## src/rtl/alarm_clock_pkg.sv

```systemverilog
// Shared constants for the alarm clock datapath.
// Time base defaults and digit width used by counter.
package alarm_clock_pkg;
  localparam int CLKS_PER_SEC_DEF = 256;
  localparam int SECS_PER_MIN_DEF = 60;
  localparam int DIGIT_W          = 4;
endpackage

```

## src/rtl/timegen_mod_n_counter.sv

```systemverilog
// Modulo-N counter with synchronous clear and enable.
// tc is a registered one-cycle strobe on the wrap edge.
module mod_n_counter #(
  parameter int N = 4,
  parameter int W = (N > 1) ? $clog2(N) : 1
) (
  input  logic         clk,
  input  logic         reset,
  input  logic         clear,
  input  logic         en,
  output logic [W-1:0] count,
  output logic         tc
);
  localparam logic [W-1:0] LAST = W'(N - 1);

  logic [W-1:0] r_count;
  logic         r_tc;
  logic         w_last;

  assign w_last = (r_count == LAST);

  // Count on enable, wrap at N-1; clear beats counting and kills tc
  always_ff @(posedge clk) begin
    if (reset) begin
      r_count <= '0;
      r_tc    <= 1'b0;
    end else if (clear) begin
      r_count <= '0;
      r_tc    <= 1'b0;
    end else begin
      r_tc <= en && w_last;
      if (en) begin
        r_count <= w_last ? '0 : r_count + W'(1);
      end
    end
  end

  assign count = r_count;
  assign tc    = r_tc;
endmodule

```

## src/rtl/timegen.sv

```systemverilog
// Time base: one_second and one_minute strobes from clk.
// fast_watch turns every second into a minute.
module timegen
  import alarm_clock_pkg::*;
#(
  parameter int CLKS_PER_SEC = CLKS_PER_SEC_DEF,
  parameter int SECS_PER_MIN = SECS_PER_MIN_DEF
) (
  input  logic       clk,
  input  logic       reset,
  input  logic       reset_count,
  input  logic       fast_watch,
  output logic       one_second,
  output logic       one_minute,
  output logic [5:0] sec_value
);
  localparam int PW = $clog2(CLKS_PER_SEC);
  localparam logic [PW-1:0] PRE_LAST = PW'(CLKS_PER_SEC - 1);

  if (SECS_PER_MIN > 64 || SECS_PER_MIN < 2 ||
      CLKS_PER_SEC < 2) begin : g_bad_params
    $error("timegen: bad CLKS_PER_SEC/SECS_PER_MIN");
  end

  logic [PW-1:0] w_pre_count;
  logic          w_pre_tc;
  logic          w_pre_last;
  logic [5:0]    w_sec_count;
  logic          w_sec_tc;
  logic          w_sec_clear;
  logic          r_fast_min;

  assign w_pre_last  = (w_pre_count == PRE_LAST);
  assign w_sec_clear = reset_count | fast_watch;

  mod_n_counter #(
    .N(CLKS_PER_SEC),
    .W(PW)
  ) u_prescaler (
    .clk  (clk),
    .reset(reset),
    .clear(reset_count),
    .en   (1'b1),
    .count(w_pre_count),
    .tc   (w_pre_tc)
  );

  // Seconds are held at zero while in fast mode
  mod_n_counter #(
    .N(SECS_PER_MIN),
    .W(6)
  ) u_seconds (
    .clk  (clk),
    .reset(reset),
    .clear(w_sec_clear),
    .en   (w_pre_last),
    .count(w_sec_count),
    .tc   (w_sec_tc)
  );

  // Fast-mode minute strobe, aligned with the prescaler wrap
  always_ff @(posedge clk) begin
    if (reset) begin
      r_fast_min <= 1'b0;
    end else begin
      r_fast_min <= !reset_count && fast_watch && w_pre_last;
    end
  end

  assign one_second = w_pre_tc;
  assign one_minute = w_sec_tc | r_fast_min;
  assign sec_value  = w_sec_count;
endmodule

```

## config.mk

```make
export PLATFORM = sky130hd
export DESIGN_NAME = timegen
export DESIGN_NICKNAME = d
export VERILOG_FILES = /design/src/rtl/alarm_clock_pkg.sv /design/src/rtl/timegen_mod_n_counter.sv /design/src/rtl/timegen.sv
export SDC_FILE = /design/constraint.sdc
export NUM_CORES = 1
export LEC_CHECK = 0
export ABC_AREA = 1
export CORE_MARGIN = 3
export CORE_UTILIZATION = 54
export CTS_CLUSTER_SIZE = 40
export DETAILED_ROUTE_END_ITERATION = 6
export PLACE_DENSITY = 0.87
export SYNTH_ARGS = -nofsm -noshare
export SYNTH_HDL_FRONTEND = slang
export SYNTH_SLANG_ARGS = --single-unit
```

## constraint.sdc

```tcl
create_clock -name clk -period 2.18 [get_ports clk]
set_input_delay 0.654 -clock clk [delete_from_list [all_inputs] [get_ports clk]]
set_output_delay 0.654 -clock clk [all_outputs]
set_load 0.005 [all_outputs]
```

==> impl_metrics.tcl <==
set metrics [dict create \
    firstDrtPassIters 4 \
    rsz0062_at_grt "no" \
    cts_setup_buffers 0 \
    grt_max_degree 10 \
    finalNonFillerCells 132 \
    routedWlPerCell_um 11.0 \
    synth_cells 102 \
    yosysWarnings 0 \
    grt_antenna_before_repair 0 \
    min_period_over_period_pct 90.1 \
    die_y_um 43.9 \
    cts_hold_buf 0 \
    setup_ws_ns 0.216 \
    peakVddDrop_v 0.000459 \
    pin_count 12 \
    end_kind "output pin" \
    gp_congestion 0.781 \
    synth_edf_count 0 \
    clock_skew_ns 0.00508 \
    gr-usage-all-layers_pct 18.4 \
    rr_worst_depth 6 \
    wirelength_um 1450 \
    drc 0 \
    critPathArrivalTime_ns 1.31 \
    clockBufferDepth 2 \
    start_util_pct 59.0 \
    hold_class "flip-flop to flip-flop" \
    synth.distinct_cells 23 \
    netlist_top_cells_area "dfxtp_1, nand2_1, nor2_1" \
    post-place-ws_ns 0.371 \
    cts_tree "yes" \
    grt_pass1_wl_um 2680 \
    synth.avg_cell_area_um2 7.62 \
    startpoint_type "flip-flop" \
    setup_viol 0 \
    diodes 0 \
    top_layer_used "met3" \
    p_leak_uw 0.000362 \
    slew_violations 0 \
    r2r_start "u_prescaler.count[0]" \
    reg2reg_slack_ns 0.78 \
    coreArea_um2 1320 \
    crit_required_ns 1.53 \
    initialDrtViolationCount 20 \
    yosysMostFrequentCell "nand2_1" \
    ys.flop_type "dfxtp_1" \
    startpoint "r_fast_min" \
    drive_gt1_share_pct 11.1 \
    wl_met2_um 705 \
    synth_top_area_cell "dfxtp_1" \
    grt_pass1_vias 650 \
    ys_ff_latch 17 \
    fin_setup_tns_ns 0 \
    cts_sinks 17 \
    hpwl_um 1130 \
    synth_seq_area_share_pct 43.8 \
    met1Wirelength_um 668 \
    cts_resized 0 \
    clk_pin_slew_ns 0.09 \
    rows 13 \
    crit_path_end "one_minute" \
    wl_met3_um 78 \
    fillers 106 \
    cap_violations 0 \
    drtAntennaViolNets 0 \
    clock_latency_ns 0.28 \
    worst_slew_pin_slew_ns 0.270 \
    ys_top_cells_by_count "nand2_1, dfxtp_1, nor2_1" \
    synth_top_area_share_pct 43.8 \
    path_class "flip-flop to output pin" \
    syn_to_final_growth_pct 20.0 \
    cts_made_buffers 3 \
    min_period_ns 1.96 \
    die_area_um2 1930 \
    power.density_nw_per_um2 524 \
    die_w_um 43.9 \
    dp_cells 128 \
    async_flop_share_pct 0 \
    vias 677 \
    hold_viol_final 0 \
    portBuffers 11 \
    slew_headroom_pct 82.0 \
    grt-ovfl-total 0 \
    max_freq_ghz 0.509 \
    cts_max_level 1 \
    via_per_inst 5.13 \
    cts_root_buffer "clkbuf_4" \
    synthesis.nets 108 \
    critPathMaxFanout 1 \
    r2r-end "u_prescaler.count[7]" \
    nets 124 \
    status "completed" \
    netlist_area_um2 777 \
]
## per-stage QoR
| stage | util, % | hold WS, ns | power, µW | area (µm²) |
|---|---|---|---|---|
| 5_1_grt | 70.8 | 0.484 | 511 | 932 |
| 2_1_floorplan | - | 0.418 | 328 | 777 |
| 3_3_place_gp | 68.8 | 0.434 | 335 | 906 |
| 3_5_place_dp | 68.8 | 0.443 | 336 | 906 |
| 6_report | 70.8 | 0.452 | 489 | 932 |
| 4_1_cts | 70.8 | 0.456 | 496 | 932 |
## state kept, by name (all words and copies together) (netlist names)
signal,flops
u_prescaler.count,8
u_seconds.count,6
r_fast_min,1
u_prescaler.tc,1
u_seconds.tc,1
## power by group
| part | total (µW) | switching, µW | internal (µW) |
|---|---|---|---|
| logic | 15.4 | 8.15 | 7.29 |
| clock network | 160 | 89.0 | 71.0 |
| registers | 313 | 1.18 | 312 |
| total | 489 | 98.3 | 390 |
## critical path, cell delays in order, from the launching register on
cell and delay [ns]:
dfxtp_1 0.30, or2_2 0.28, clkdlybuf4s50_1 0.45
## cell usage in the layout (no fill, tap or decap), types with 2 or more instances in the layout
master           count
nand2_1             21
dfxtp_1             17
nor2_1              16
clkdlybuf4s50_1     11
inv_1               10
nand3_1              7
a21oi_1              6
nor3_1               5
clkbuf_4             3
or2_2                2
xor2_1               2
nor3b_1              2
ha_1                 2
## final cells by class
cell class                      instances  area, µm²  area share [%]
Sequential cell                        17        340            36.5
Tap cell                               15       18.8            2.01
Timing Repair Buffer                   11        110            11.8
Clock buffer                            4       26.3            2.82
Multi-Input combinational cell         73        392            42.0
Inverter                               12       45.0            4.83
## worst min-delay path by stage
| stage | startpoint | depth (start not counted) | endpoint |
|---|---|---|---|
| floorplan | u_prescaler.count[0] | 1 | u_prescaler.count[0] |
| global placement | u_prescaler.count[0] | 1 | u_prescaler.count[0] |
| detailed placement | u_prescaler.count[0] | 1 | u_prescaler.count[0] |
| CTS | u_prescaler.count[0] | 1 | u_prescaler.count[0] |
| global route | u_prescaler.count[0] | 1 | u_prescaler.count[0] |
| finish | u_prescaler.count[0] | 1 | u_prescaler.count[0] |
## metal layers
| metal | GRT usage [%] | up-vias |
|---|---|---|
| li1 | - | 355 |
| met3 | 6.22 | 0 |
| met4 | 3.61 | 0 |
| met1 | 22.2 | 305 |
| met5 | 0 | - |
| met2 | 31.7 | 17 |
## cells by family after synthesis
kind of cell | share of synthesized area [%]
simple gates | 37.5
flops | 43.8
xor+xnor | 2.25
fa+ha+maj | 3.22
compound gates | 7.41
buf+inv | 5.80
Note: power is estimated with default switching activity, not from simulation.
